===== config.mk =====
export PLATFORM = sky130hd
export DESIGN_NAME = saes_encrypt_ctrl_flat
export DESIGN_NICKNAME = d
export VERILOG_FILES = /design/src/rtl/saes_if.sv /design/src/rtl/saes_encrypt_ctrl.sv /design/src/flat_wrapper.sv
export SDC_FILE = /design/constraint.sdc
export NUM_CORES = 1
export LEC_CHECK = 0
export ABC_AREA = 1
export BUFFER_PORTS_ARGS = -buffer_cell sky130_fd_sc_hd__buf_2
export CORE_MARGIN = 5
export CORE_UTILIZATION = 45
export DETAILED_ROUTE_END_ITERATION = 12
export PLACE_DENSITY = 0.63
export SYNTH_ARGS = -nofsm -noshare
export SYNTH_HDL_FRONTEND = slang
export SYNTH_SLANG_ARGS = --single-unit

===== constraint.sdc =====
create_clock -name clk -period 9.95 [get_ports clk]
set_input_delay 1.99 -clock clk [delete_from_list [all_inputs] [get_ports clk]]
set_output_delay 1.99 -clock clk [all_outputs]
set_load 0.03 [all_outputs]

===== src/rtl/saes_if.sv =====
// saes_if: request/response bundle for saes_encrypt_ctrl.
// master issues requests and takes results; slave is the engine.
interface saes_if;
   logic        in_valid;
   logic        in_ready;
   logic [15:0] data_in;
   logic [15:0] key_in;
   logic        out_valid;
   logic        out_ready;
   logic [15:0] data_out;
   logic        busy;

   modport master (
      output in_valid, data_in, key_in, out_ready,
      input  in_ready, out_valid, data_out, busy
   );

   modport slave (
      input  in_valid, data_in, key_in, out_ready,
      output in_ready, out_valid, data_out, busy
   );
endinterface


===== src/rtl/saes_encrypt_ctrl.sv =====
// saes_encrypt_ctrl: multi-cycle S-AES encryption controller.
// Define SAES_KEY_CACHE_EN to reuse K1/K2 when the key repeats.
module saes_encrypt_ctrl (
   input  logic clk,
   input  logic rst,
   saes_if.slave bus
);
   typedef enum logic [2:0] {
      IDLE, KEXP1, KEXP2, RK0, RND1, RND2, DONE
   } state_t;

   state_t      state_q, state_d;
   logic [15:0] pt_q, pt_d;
   logic [15:0] k0_q, k0_d;
   logic [15:0] k1_q, k1_d;
   logic [15:0] k2_q, k2_d;
   logic [15:0] st_q, st_d;
   logic [15:0] dout_q, dout_d;
   logic        live_q, live_d;
   logic        accept;
   logic        hit;

   function automatic logic [3:0] sbox(input logic [3:0] n);
      logic [3:0] r;
      case (n)
         4'h0: r = 4'h9;
         4'h1: r = 4'h4;
         4'h2: r = 4'hA;
         4'h3: r = 4'hB;
         4'h4: r = 4'hD;
         4'h5: r = 4'h1;
         4'h6: r = 4'h8;
         4'h7: r = 4'h5;
         4'h8: r = 4'h6;
         4'h9: r = 4'h2;
         4'hA: r = 4'h0;
         4'hB: r = 4'h3;
         4'hC: r = 4'hC;
         4'hD: r = 4'hE;
         4'hE: r = 4'hF;
         4'hF: r = 4'h7;
      endcase
      return r;
   endfunction

   // SubNib(RotNib(w)): swap nibbles, then substitute each
   function automatic logic [7:0] sub_rot(input logic [7:0] w);
      return {sbox(w[3:0]), sbox(w[7:4])};
   endfunction

   // one key-schedule step: {wa, wb} -> {wc, wd}
   function automatic logic [15:0] kstep(
      input logic [15:0] k,
      input logic [7:0]  rc
   );
      logic [7:0] a;
      a = k[15:8] ^ rc ^ sub_rot(k[7:0]);
      return {a, a ^ k[7:0]};
   endfunction

   function automatic logic [15:0] sub16(input logic [15:0] s);
      return {sbox(s[15:12]), sbox(s[11:8]),
              sbox(s[7:4]), sbox(s[3:0])};
   endfunction

   // row 1 of the 2x2 state is n1/n3
   function automatic logic [15:0] shr(input logic [15:0] s);
      return {s[15:12], s[3:0], s[7:4], s[11:8]};
   endfunction

   function automatic logic [3:0] xt(input logic [3:0] n);
      return {n[2:0], 1'b0} ^ (n[3] ? 4'h3 : 4'h0);
   endfunction

   function automatic logic [3:0] m4(input logic [3:0] n);
      return xt(xt(n));
   endfunction

   // columns are (n0,n1) and (n2,n3); matrix [1 4; 4 1]
   function automatic logic [15:0] mix(input logic [15:0] s);
      return {s[15:12] ^ m4(s[11:8]),
              m4(s[15:12]) ^ s[11:8],
              s[7:4] ^ m4(s[3:0]),
              m4(s[7:4]) ^ s[3:0]};
   endfunction

   assign accept        = bus.in_valid & bus.in_ready;
   assign bus.in_ready  = (state_q == IDLE) & live_q;
   assign bus.out_valid = (state_q == DONE);
   assign bus.busy      = (state_q != IDLE);
   assign bus.data_out  = dout_q;

`ifdef SAES_KEY_CACHE_EN
   logic [15:0] ck_key_q, ck_key_d;
   logic [15:0] ck_k1_q, ck_k1_d;
   logic [15:0] ck_k2_q, ck_k2_d;
   logic        ck_vld_q, ck_vld_d;

   assign hit = ck_vld_q & (bus.key_in == ck_key_q);

   // fill the cache once a full key expansion completes
   always_comb begin
      ck_key_d = ck_key_q;
      ck_k1_d  = ck_k1_q;
      ck_k2_d  = ck_k2_q;
      ck_vld_d = ck_vld_q;
      if (state_q == KEXP2) begin
         ck_key_d = k0_q;
         ck_k1_d  = k1_q;
         ck_k2_d  = kstep(k1_q, 8'h30);
         ck_vld_d = 1'b1;
      end
   end

   // cache registers; reset invalidates the entry
   always_ff @(posedge clk or posedge rst) begin
      if (rst) begin
         ck_key_q <= 16'h0000;
         ck_k1_q  <= 16'h0000;
         ck_k2_q  <= 16'h0000;
         ck_vld_q <= 1'b0;
      end else begin
         ck_key_q <= ck_key_d;
         ck_k1_q  <= ck_k1_d;
         ck_k2_q  <= ck_k2_d;
         ck_vld_q <= ck_vld_d;
      end
   end
`else
   assign hit = 1'b0;
`endif

   // next-state logic
   always_comb begin
      state_d = state_q;
      unique case (state_q)
         IDLE:    if (accept) state_d = hit ? RK0 : KEXP1;
         KEXP1:   state_d = KEXP2;
         KEXP2:   state_d = RK0;
         RK0:     state_d = RND1;
         RND1:    state_d = RND2;
         RND2:    state_d = DONE;
         DONE:    if (bus.out_ready) state_d = IDLE;
         default: state_d = IDLE;
      endcase
   end

   // datapath: capture, key expansion and rounds
   always_comb begin
      pt_d   = pt_q;
      k0_d   = k0_q;
      k1_d   = k1_q;
      k2_d   = k2_q;
      st_d   = st_q;
      dout_d = dout_q;
      live_d = 1'b1;
      case (state_q)
         IDLE: if (accept) begin
            pt_d = bus.data_in;
            k0_d = bus.key_in;
`ifdef SAES_KEY_CACHE_EN
            if (hit) begin
               k1_d = ck_k1_q;
               k2_d = ck_k2_q;
            end
`endif
         end
         KEXP1:   k1_d = kstep(k0_q, 8'h80);
         KEXP2:   k2_d = kstep(k1_q, 8'h30);
         RK0:     st_d = pt_q ^ k0_q;
         RND1:    st_d = mix(shr(sub16(st_q))) ^ k1_q;
         RND2:    dout_d = shr(sub16(st_q)) ^ k2_q;
         default: ;
      endcase
   end

   // state and datapath registers
   always_ff @(posedge clk or posedge rst) begin
      if (rst) begin
         state_q <= IDLE;
         pt_q    <= 16'h0000;
         k0_q    <= 16'h0000;
         k1_q    <= 16'h0000;
         k2_q    <= 16'h0000;
         st_q    <= 16'h0000;
         dout_q  <= 16'h0000;
         live_q  <= 1'b0;
      end else begin
         state_q <= state_d;
         pt_q    <= pt_d;
         k0_q    <= k0_d;
         k1_q    <= k1_d;
         k2_q    <= k2_d;
         st_q    <= st_d;
         dout_q  <= dout_d;
         live_q  <= live_d;
      end
   end
endmodule

===== src/flat_wrapper.sv =====
// flat-port wrapper written by rule: the top's interface ports become plain ports
module saes_encrypt_ctrl_flat 
  (clk, rst, bus_in_valid, bus_data_in, bus_key_in, bus_out_ready, bus_in_ready, bus_out_valid, bus_data_out, bus_busy);
  saes_if bus_i ();
  input  logic clk;
  input  logic rst;
  input wire logic [$bits(bus_i.in_valid)-1:0] bus_in_valid;
  input wire logic [$bits(bus_i.data_in)-1:0] bus_data_in;
  input wire logic [$bits(bus_i.key_in)-1:0] bus_key_in;
  input wire logic [$bits(bus_i.out_ready)-1:0] bus_out_ready;
  output wire logic [$bits(bus_i.in_ready)-1:0] bus_in_ready;
  output wire logic [$bits(bus_i.out_valid)-1:0] bus_out_valid;
  output wire logic [$bits(bus_i.data_out)-1:0] bus_data_out;
  output wire logic [$bits(bus_i.busy)-1:0] bus_busy;
  assign bus_i.in_valid = bus_in_valid;
  assign bus_i.data_in = bus_data_in;
  assign bus_i.key_in = bus_key_in;
  assign bus_i.out_ready = bus_out_ready;
  assign bus_in_ready = bus_i.in_ready;
  assign bus_out_valid = bus_i.out_valid;
  assign bus_data_out = bus_i.data_out;
  assign bus_busy = bus_i.busy;
  saes_encrypt_ctrl u_core (.clk(clk), .rst(rst), .bus(bus_i));
endmodule

==> results.txt <==
Vias in the first global route = 5,677
Post-synthesis mux area share = 0%
Clock root buffer = clkbuf_16
Setup TNS = 0 ns
Synthesized-area fraction occupied by and/or/nand/nor cells = 33.8%
Vias = 6,126
CTS buffer count = 9
Largest family of logic cells by synthesized area = simple AND/OR/NAND/NOR gates
Slew Limit Headroom = 28.3%
Die Height = 135 um
Register Area = 0.00250 mm^2
Layout Nets = 1,116
TritonCTS clock tree = built
DP HPWL = 13,300 um
Compound-Gate Fraction of Synth Area = 7.97%
Filler Cell Count = 1,579
Buffers on Ports = 54
Post-Syn Instances = 991
Crit start category = flop
Fin cells = 1,244
Dpl cells = 1,228
Post-Syn Area = 0.00706 mm^2
GRT Util Overall = 19.8%
Starting density of the core = 46.1%
Final Hold Fails = 0
Top cell type's share of synthesized area = 35.4%
GR Overflow Total = 0
Fin crit share = 37.3%
Final antenna-violating net count = 0
Clock Skew = 0.00850 ns
Synth-to-Final Area Change = 8.86%
Part of the Yosys area used for sequential elements = 35.4%
Global-route wire length before repair = 28,800 um
Worst Tran Pin Value = 1.07 ns
Core Area = 0.0153 mm^2
Initial DRC count = 397
Clock Sinks = 100
Total die area = 0.0183 mm^2
F_max = 269 MHz
Area of the multi-input gates = 0.00403 mm^2
Element type at the critical path end = output port
Clock-pin transition on the worst setup and hold timing paths = 0.07 ns
Status = completed
FP Rows = 45
H-tree levels = 3
Pre-antenna DRT Iters = 5
Worst-path fanout max = 5
Via/cell ratio = 4.92
Synth area leader = dfrtp_1
GPL Wtd Cong = 0.877
Post-route DRC = 0
Pin count of the biggest net entering global routing = 74
Die W = 135 um
Hold Crit Class = flop to flop
Layout cells sized above 1 = 10.6%
Initial antenna violation count = 0
Hold buffers post-CTS = 0
Post-synth cell types = 31
Final min period = 3.71 ns
Max Slew Vio Count = 0
Post-synthesis net count = 1,079
Worst EP arrival = 1.72 ns
Critical-path top delay cell = nor3_1
Seq cells post-synth = 100
Hold Worst Slack = 0.476 ns
Final setup fails = 0
Clk buf depth = 2
Syn avg cell area = 7.12 um^2
Delay-heaviest family, CP = simple AND/OR/NAND/NOR gates
Antenna Cells = 0
Critical path type = flop to output port
Area contributors post-synth = dfrtp_1, nand2_1, ha_1
Synth Area in Adders = 9.21%
CP Buf/Inv Count = 2
Total setup buffers inserted after CTS = 0
I/O pin cnt = 55
CTS resizes = 0
Worst path max stage delay = 0.49 ns
Crit-path cells = inv_2 > nor3_1 > buf_2
DRT Wirelength = 17,400 um
Xor/xnor cell area share of the yosys netlist = 5.95%
Synth warn = 0
DR WL/cell = 14.0 um
Total of max-cap violations = 0
Worst Path Required = 7.96 ns
RSZ-0062 raised after global routing = no
Worst skew pair latency = 0.35 ns
-- sequential cells by signal, indices dropped and copies added, names as in the netlist --
signal / flops
u_core.st_q: 16
u_core.k2_q: 16
u_core.pt_q: 16
u_core.k1_q: 16
u_core.k0_q: 16
u_core.bus.data_out: 16
u_core.live_q: 1
u_core.state_q: 3
-- worst min-delay path: stages (launching register included) --
cell and delay, ns:
dfrtp_1 0.34, nand2_1 0.05, o21ai_0 0.05
-- synthesized netlist by cell type, drive strengths merged --
cell and number:
a21oi 8, nand3b 4, clkinv 3, nand3 117, o211ai 6, nor3 2
o21ai 88, conb 1, nor2 21, inv 85, nand2 425, clkbuf 10
a22oi 1, dfrtp 100, xor2 24, buf 20, xnor2 24, ha 52
-- routing by layer --
layer | wire length [um] | vias to the layer above | share of wire (%) | global-route usage [%]
li1 | - | 3202 | - | -
met1 | 8300 | 2755 | 48 | 27.8
met2 | 7810 | 148 | 45 | 31.3
met3 | 1030 | 21 | 5.9 | 3.75
met4 | 304 | 0 | 1.7 | 5.66
met5 | 0 | - | 0 | 0
-- layout make-up --
type                    instances  share of cell area, %
clock buffers                  11                   3.03
clock inverters                 5                  0.472
inverters                      88                   4.40
multi-input cells             773                   52.4
flip-flops and latches        100                   32.6
well taps                     211                   3.43
repair buffers                 56                   3.71
-- worst paths after layout --
check | startpoint | end | slack [ns] | cells past startpoint
min | u_core.bus.data_out[2] | u_core.bus.data_out[2] | 0.48 | 2
max reg2reg | u_core.k1_q[1] | u_core.k2_q[4] | 7.81 | 9
max in group asynchronous | rst | u_core.bus.data_out[8] | 7.13 | 3
max | u_core.state_q[2] | bus_out_valid | 6.24 | 3
min in group asynchronous | rst | u_core.pt_q[15] | 1.61 | 2
min reg2reg | u_core.bus.data_out[2] | u_core.bus.data_out[2] | 0.48 | 2
-- cells in the final DEF (no fill, tap or decap) --
cell / n
nor2_1: 17
buf_4: 2
nand3b_1: 4
buf_2: 54
o21ai_0: 77
ha_1: 52
clkinv_4: 2
inv_2: 8
clkbuf_16: 9
o21ai_1: 3
o211ai_1: 6
nand2_8: 1
nor3_1: 2
inv_1: 74
nor2_2: 1
nand2_2: 16
inv_4: 3
dfrtp_1: 100
nor2_4: 2
inv_6: 1
clkbuf_1: 2
xnor2_1: 24
nand2_1: 408
o21ai_2: 8
nor2_8: 1
clkinv_2: 2
nand3_1: 117
xor2_1: 24
clkinv_1: 3
a22oi_1: 1
a21oi_1: 8
conb_1: 1
-- kinds of logic after synthesis --
group,after synthesis
AOI/OAI and AO/OA,103
xor gates and xnor gates,48
adders and majority gates,52
buffers and inverters,118
DFF,100
other,1
and+or+nand+nor,569
-- through the flow --
stage	utilization (%)	cell area [um^2]	setup WS (ns)
6_report	50.2	7690	6.24
5_1_grt	50.2	7690	6.17
4_1_cts	50.2	7690	6.24
3_5_place_dp	48.4	7420	6.64
3_3_place_gp	48.4	7420	6.62
2_1_floorplan	-	7060	5.34
Power is left out: the tool's default activity adds up to more than one toggle a clock period on the data nets, which glitch-free logic cannot reach.
